[src/rtl/cmd_retry_host.sv]
// cmd_retry_host: host-side command sequencer for the RemoteComm link.
// A small circular queue of {cmd,data} entries feeds an FSM that issues one
// command at a time, waits for RemoteComm to finish transmitting, then checks
// the response byte against ACK_BYTE. Each attempt has its own timeout, and a
// command is re-sent a bounded number of times before it completes with NAK
// or TIMEOUT status. The head entry stays in the queue until the command
// finishes, so a reset mid-transaction simply abandons it.
module cmd_retry_host #(
    parameter int         DEPTH       = 4,
    parameter int         TIMEOUT_CYC = 1_000_000,
    parameter int         MAX_RETRY   = 2,
    parameter logic [7:0] ACK_BYTE    = 8'hA5,
    localparam int        RW          = (MAX_RETRY > 0) ? $clog2(MAX_RETRY + 1) : 1
) (
    input  logic          clk,
    input  logic          rst,
    input  logic          push,
    input  logic [7:0]    push_cmd,
    input  logic [15:0]   push_data,
    output logic          full,
    output logic          empty,
    output logic          ovf,
    output logic          send_cmd,
    output logic [7:0]    cmd,
    output logic [15:0]   data,
    input  logic          cmd_sent,
    input  logic          resp_rdy,
    input  logic [7:0]    resp,
    output logic          clr_resp_rdy,
    output logic          busy,
    output logic          done,
    output logic [1:0]    done_status,
    output logic [RW-1:0] retry_cnt
);

    localparam int PW = (DEPTH > 1) ? $clog2(DEPTH) : 1;
    localparam int CW = PW + 1;
    localparam int TW = $clog2(TIMEOUT_CYC + 1);

    localparam logic [CW-1:0] COUNT_FULL = CW'(DEPTH);
    localparam logic [TW-1:0] TIMER_LAST = TW'(TIMEOUT_CYC - 1);
    localparam logic [RW-1:0] RETRY_MAX  = RW'(MAX_RETRY);

    localparam logic [1:0] ST_ACK     = 2'b00;
    localparam logic [1:0] ST_NAK     = 2'b01;
    localparam logic [1:0] ST_TIMEOUT = 2'b10;

    typedef enum logic [2:0] {
        IDLE,
        SEND,
        WAIT_SENT,
        WAIT_RESP,
        DONE
    } state_t;

    // Queue storage and bookkeeping
    logic [7:0]    mem_cmd_q  [DEPTH];
    logic [7:0]    mem_cmd_d  [DEPTH];
    logic [15:0]   mem_data_q [DEPTH];
    logic [15:0]   mem_data_d [DEPTH];
    logic [PW-1:0] wr_ptr_q, wr_ptr_d;
    logic [PW-1:0] rd_ptr_q, rd_ptr_d;
    logic [CW-1:0] count_q, count_d;
    logic          full_q, full_d;
    logic          empty_q, empty_d;
    logic          ovf_q, ovf_d;

    // Sequencer state
    state_t        state_q, state_d;
    logic [7:0]    cmd_q, cmd_d;
    logic [15:0]   data_q, data_d;
    logic [RW-1:0] retry_q, retry_d;
    logic [TW-1:0] timer_q, timer_d;
    logic [1:0]    status_q, status_d;

    logic          push_ok;
    logic          pop;

    // A push is only taken when the queue was not full at the start of the
    // cycle, even if the head is popped in the same cycle.
    assign push_ok = push & ~full_q;
    assign pop     = (state_q == DONE);

    // Queue next-state: write at the tail, retire the head when a command completes
    always_comb begin
        mem_cmd_d  = mem_cmd_q;
        mem_data_d = mem_data_q;
        wr_ptr_d   = wr_ptr_q;
        rd_ptr_d   = rd_ptr_q;
        if (push_ok) begin
            mem_cmd_d[wr_ptr_q]  = push_cmd;
            mem_data_d[wr_ptr_q] = push_data;
            wr_ptr_d             = wr_ptr_q + PW'(1);
        end
        if (pop) begin
            rd_ptr_d = rd_ptr_q + PW'(1);
        end
        count_d = count_q + CW'(push_ok) - CW'(pop);
        full_d  = (count_d == COUNT_FULL);
        empty_d = (count_d == '0);
        ovf_d   = ovf_q | (push & full_q);
    end

    // Queue registers
    always_ff @(posedge clk or posedge rst) begin
        if (rst) begin
            for (int i = 0; i < DEPTH; i++) begin
                mem_cmd_q[i]  <= '0;
                mem_data_q[i] <= '0;
            end
            wr_ptr_q <= '0;
            rd_ptr_q <= '0;
            count_q  <= '0;
            full_q   <= 1'b0;
            empty_q  <= 1'b1;
            ovf_q    <= 1'b0;
        end else begin
            mem_cmd_q  <= mem_cmd_d;
            mem_data_q <= mem_data_d;
            wr_ptr_q   <= wr_ptr_d;
            rd_ptr_q   <= rd_ptr_d;
            count_q    <= count_d;
            full_q     <= full_d;
            empty_q    <= empty_d;
            ovf_q      <= ovf_d;
        end
    end

    // Sequencer next-state and Mealy strobes
    always_comb begin
        state_d      = state_q;
        cmd_d        = cmd_q;
        data_d       = data_q;
        retry_d      = retry_q;
        timer_d      = timer_q;
        status_d     = status_q;
        send_cmd     = 1'b0;
        clr_resp_rdy = 1'b0;

        unique case (state_q)
            IDLE: begin
                if (!empty_q) begin
                    cmd_d   = mem_cmd_q[rd_ptr_q];
                    data_d  = mem_data_q[rd_ptr_q];
                    state_d = SEND;
                end
            end

            SEND: begin
                send_cmd = 1'b1;
                state_d  = WAIT_SENT;
            end

            WAIT_SENT: begin
                if (cmd_sent) begin
                    timer_d = '0;
                    state_d = WAIT_RESP;
                end
            end

            WAIT_RESP: begin
                if (timer_q != TIMER_LAST) begin
                    timer_d = timer_q + TW'(1);
                end
                if (resp_rdy) begin
                    // A response arriving in the final timeout cycle still counts.
                    clr_resp_rdy = 1'b1;
                    if (resp == ACK_BYTE) begin
                        status_d = ST_ACK;
                        state_d  = DONE;
                    end else if (retry_q < RETRY_MAX) begin
                        retry_d = retry_q + RW'(1);
                        state_d = SEND;
                    end else begin
                        status_d = ST_NAK;
                        state_d  = DONE;
                    end
                end else if (timer_q == TIMER_LAST) begin
                    if (retry_q < RETRY_MAX) begin
                        retry_d = retry_q + RW'(1);
                        state_d = SEND;
                    end else begin
                        status_d = ST_TIMEOUT;
                        state_d  = DONE;
                    end
                end
            end

            DONE: begin
                retry_d = '0;
                state_d = IDLE;
            end

            default: begin
                state_d = IDLE;
            end
        endcase
    end

    // Sequencer registers
    always_ff @(posedge clk or posedge rst) begin
        if (rst) begin
            state_q  <= IDLE;
            cmd_q    <= '0;
            data_q   <= '0;
            retry_q  <= '0;
            timer_q  <= '0;
            status_q <= '0;
        end else begin
            state_q  <= state_d;
            cmd_q    <= cmd_d;
            data_q   <= data_d;
            retry_q  <= retry_d;
            timer_q  <= timer_d;
            status_q <= status_d;
        end
    end

    assign full        = full_q;
    assign empty       = empty_q;
    assign ovf         = ovf_q;
    assign cmd         = cmd_q;
    assign data        = data_q;
    assign busy        = (state_q != IDLE);
    assign done        = (state_q == DONE);
    assign done_status = status_q;
    assign retry_cnt   = retry_q;

endmodule

[config.mk]
export PLATFORM = sky130hd
export DESIGN_NAME = cmd_retry_host
export DESIGN_NICKNAME = d
export VERILOG_FILES = /design/src/rtl/cmd_retry_host.sv
export SDC_FILE = /design/constraint.sdc
export NUM_CORES = 1
export LEC_CHECK = 0
export ABC_AREA = 1
export CAP_MARGIN = 20
export CORE_UTILIZATION = 66
export CTS_BUF_LIST = sky130_fd_sc_hd__clkbuf_8
export DETAILED_ROUTE_END_ITERATION = 8
export DONT_BUFFER_PORTS = 1
export HOLD_SLACK_MARGIN = 0.03
export PLACE_DENSITY = 0.9
export SETUP_SLACK_MARGIN = 0.02
export SYNTH_ARGS = -nofsm -noshare
export SYNTH_HDL_FRONTEND = slang
export SYNTH_SLANG_ARGS = --single-unit
[constraint.sdc]
create_clock -name clk -period 6.5 [get_ports clk]
set_input_delay 1.3 -clock clk [delete_from_list [all_inputs] [get_ports clk]]
set_output_delay 1.3 -clock clk [all_outputs]
set_load 0.1 [all_outputs]
* Word-level counts from Yosys, hierarchy flattened
Cells that the tools add are included.
** Storage, ports and cells
- Bits in registers :: 157
- Bits of input ports :: 37
- Output and inout bits :: 35
- Logic and storage cells :: 99
** Cells by class
- Add/subtract/negate cells :: 6
- Order comparisons :: 4
- Equal/unequal tests :: 15
- Muxes and demuxes :: 35
- Bitwise gates (word level) :: 7
- Reduce and logical (&&, ||, !) cells :: 12
** Operator list (number)
- $bwmux 64 :: 1
- $mux 16 :: 3
- $mux 20 :: 2
- $pmux 20 s2 :: 1
- $bmux 16 s2 :: 1
- $bwmux 32 :: 1
- $demux 16 s2 :: 1
- $mux 8 :: 3
- $add 20x1->20 const B :: 1
- $eq 20x20->1 const B :: 1
- $ne 20x20->1 const B :: 1
- $mux 2 :: 9
- $mux 3 :: 6
- $bmux 8 s2 :: 1
- $demux 8 s2 :: 1
- $pmux 3 s4 :: 1
- $ne 2x2->1 const B :: 5
- $reduce_and 3->1 :: 3
- $eq 8x8->1 const B :: 1
- $add 2x1->2 const B :: 3
- $eq 3x2->1 const B :: 2
- $eq 3x3->1 const B :: 2
- $ge 3x3->1 const B :: 2
- $logic_not 3->1 :: 2
- other kinds (17) :: 25

* Logic depth before layout (Yosys ltp)
- Depth in word-level cells :: 6
- Mapped depth :: 10

* Worst setup path after synthesis
OpenSTA, ideal clock, no wires.
- Kind :: in2out
- From :: input resp_rdy
- To :: output clr_resp_rdy
- Arrival :: 2.617 ns
- Data required time :: 5.200 ns
- Setup slack :: 2.583 ns
- Stages :: 2
- Path buffers :: 0
- Cell sequence :: inv_1 -> nor2_1
** On the way
- Cells in the longest elaborated chain, start to end :: 2
** Ends and longest elaborated chain
- from (decl) :: RTL line 27 : input logic resp_rdy,
- $mux 1 :: RTL line 165 : if (resp_rdy) begin
- $mux 1 :: RTL line 140 : unique case (state_q)
- to (decl) :: RTL line 29 : output logic clr_resp_rdy,
Every way passes these cells.

* Worst setup path in the final report
- From :: register state_q[1]
- To :: output clr_resp_rdy
** On the way
- Cells in the longest elaborated chain, start to end :: 2
** Ends and longest elaborated chain
- from (decl) :: RTL line 69 : state_t state_q, state_d;
- from (signal assigned) :: RTL line 210 : state_q <= state_d;
- $eq 3x2->1 :: RTL line 140
- $mux 1 :: RTL line 140
Every way passes these cells.

==> results_dict.tcl <==
set metrics [dict create \
    outcome "completed" \
    layout_commonest_cell "nand2_1" \
    portBuffers 0 \
    synth-seq-cells 157 \
    ys_seq_area_share_pct 54.1 \
    synth_area_um2 7260 \
    ys_warn_count 0 \
    clkPwrFrac_pct 16.6 \
    cap_violations 0 \
    syn_nets 917 \
    cp.required_ns 5.20 \
    synth-main-ff-cell "dfrtp_1" \
    net-switching-power_mw 2.06 \
    grt_max_degree 100 \
    post-place-ws_ns 3.01 \
    postSynthAreaPerCell_um2 8.32 \
    drc 0 \
    vias 5972 \
    cellPowerDensity_nw_per_um2 550 \
    dieHeight_um 107 \
    clk_pin_slew_ns 0.08 \
    ant_nets 0 \
    hpwl_um 10100 \
    grt_pass1_vias 5908 \
    wl_um 16400 \
    antenna_found_initial 0 \
    drt_iter0_drc 681 \
    r2r_start "state_q[1]$_DFFE_PP0P_" \
    cts_made_buffers 17 \
    track_usage_pct 31.1 \
    synth_top_area_cell "dfrtp_1" \
    cp-start-kind "register" \
    row_count 37 \
    grt_pass1_wl_um 27300 \
    max_slew.worst_pin.slew_ns 1.07 \
    ir_drop_mv 0.439 \
    worst_ep_arrival_time_ns 2.44 \
    cp-end-kind "primary output" \
    critPathMaxFanout 13 \
    cts_resized 0 \
    start_util_pct 69.1 \
    seqCellArea_um2 3930 \
    fmax_mhz 268 \
    layout_common_cells "nand2_1 (263), dfrtp_1 (156), o21ai_0 (142)" \
    multi_input_area_um2 2880 \
    cts_tree "built" \
    finalSetupTns_ns 0 \
    vias_per_cell 5.96 \
    synth_top_area_share_pct 53.7 \
    post-cts-setup-buffers 0 \
    clock_sinks 157 \
    min_period_ns 3.74 \
    die_w_um 107 \
    clock_latency_ns 0.45 \
    cts_max_path_buffers 2 \
    fin_nets 901 \
    core_region_area_um2 10500 \
    combPwrFrac_pct 31.8 \
    timing.rr.end "full$_DFF_PP0_" \
    setup_viol 0 \
    cts_hold_buf 0 \
    area_delta_synth_final_pct 5.94 \
    cts_root_buffer "clkbuf_8" \
    cts-htree-levels 4 \
    synth.distinct_cells 32 \
    slew_headroom_pct 28.8 \
    holdPathStages 2 \
    critPathLaunch "state_q[1]$_DFFE_PP0P_" \
    overflow 0 \
    leakagePower_nw 3.85 \
    hold_viol_final 0 \
    synth_area_leaders "dfrtp_1 (54%), nand2_1 (14%), o21ai_0 (9.8%)" \
    die-area_um2 11400 \
    worst_slack_ns 2.76 \
    rsz0062_at_grt "no" \
    ios 72 \
    reg2reg_setup_slack_ns 3.59 \
    r2r_cells 10 \
    min-delay-start "mem_cmd_q[14]$_DFFE_PP0P_" \
    hold_path_class "register to register" \
    finClkSkew_ns 0.0125 \
    hold_path_end "mem_cmd_q[14]$_DFFE_PP0P_" \
    slew_viol_final 0 \
    async_flop_share_pct 100 \
    netlist_instances 873 \
    drt-wirelength-per-cell_um 16.4 \
    holdWs_ns 0.485 \
    fin_crit_sh_pct 57.5 \
    fillers 720 \
    antennaDiodeCount 0 \
    p_seq_share_pct 51.6 \
    p_sw_share_pct 48.8 \
    synth_edf_count 0 \
    drtPass1Iterations 7 \
    path_class "register to primary output" \
    internal-power_mw 2.16 \
    drive_gt1_share_pct 7.62 \
    place_congestion 0.868 \
]
registers in the layout, summed over array words and instances, names as in the netlist:
register / count
cmd: 8
count_q: 3
data: 16
done_status: 2
empty: 1
full: 1
mem_cmd_q: 32
mem_data_q: 64
ovf: 1
rd_ptr_q: 2
retry_cnt: 2
state_q: 3
timer_q: 20
wr_ptr_q: 2
synth_stat cells (5+ instances only):
library cell and number:
nand2_1 263, dfrtp_1 156, o21ai_0 142, nor2_1 96, inv_1 56, o32ai_1 24
nand3_1 23, clkbuf_1 22, buf_2 21, xor2_1 10, inv_2 9, ha_1 6
nand4_1 6, nor2_4 5, xnor2_1 5
routing by layer:
| metal | vias up | share of wire, % | GRT usage (%) | wire length (um) |
|---|---|---|---|---|
| li1 | 2769 | - | - | - |
| met1 | 2882 | 39 | 36.0 | 6360 |
| met2 | 286 | 51 | 55.1 | 8400 |
| met3 | 35 | 8.0 | 8.63 | 1320 |
| met4 | 0 | 2.2 | 10.8 | 355 |
| met5 | - | 0 | 0 | 0 |
layout make-up:
cell class | instances | share of cell area, %
clock buffers | 20 | 3.58
inverters | 65 | 3.24
well taps | 136 | 2.21
clock inverters | 8 | 1.24
flip-flops and latches | 157 | 51.1
repair buffers | 11 | 1.30
multi-input cells | 605 | 37.4
worst max-delay path, stage by stage (launching register included):
cell and delay [ns]:
dfrtp_1 0.44, nand2_1 0.12, nor2_2 0.39, inv_1 0.19, nor2_2 0.84
stage by stage:
stage	instance area, um2	power, mW	util [%]	cells
2_1_floorplan	7260	3.18	-	873
4_1_cts	7690	4.22	73.2	1002
3_5_place_dp	7320	3.51	69.7	974
6_report	7690	4.23	73.2	1002
5_1_grt	7690	4.49	73.2	1002
3_3_place_gp	7320	3.39	69.7	974
power by group through the flow:
| stage | clock [mW] | sequential (mW) | combinational, mW |
|---|---|---|---|
| after floorplan | 0 | 2.13 | 1.05 |
| after global placement | 0 | 2.16 | 1.23 |
| after detailed placement | 0 | 2.19 | 1.32 |
| after CTS | 0.708 | 2.17 | 1.34 |
| after global routing | 0.752 | 2.22 | 1.52 |
| final | 0.702 | 2.18 | 1.35 |
how the worst max path moves through the flow:
stage / cells past startpoint / end
after floorplan: 1 / cmd[0]$_DFFE_PP0P_
after detailed placement: 2 / clr_resp_rdy
after global routing: 4 / clr_resp_rdy
after global placement: 2 / clr_resp_rdy
final: 4 / clr_resp_rdy
after CTS: 4 / clr_resp_rdy
cell families (layout without fill, tap and decap cells):
family,Yosys count,after routing,synth area share [%]
simple gates,408,408,22.9
fa+ha+maj,7,7,1.31
flops,157,157,54.1
buf+inv,111,104,6.41
xor+xnor,15,15,1.81
compound gates,175,175,13.4
(Power assumes the default switching activity.)
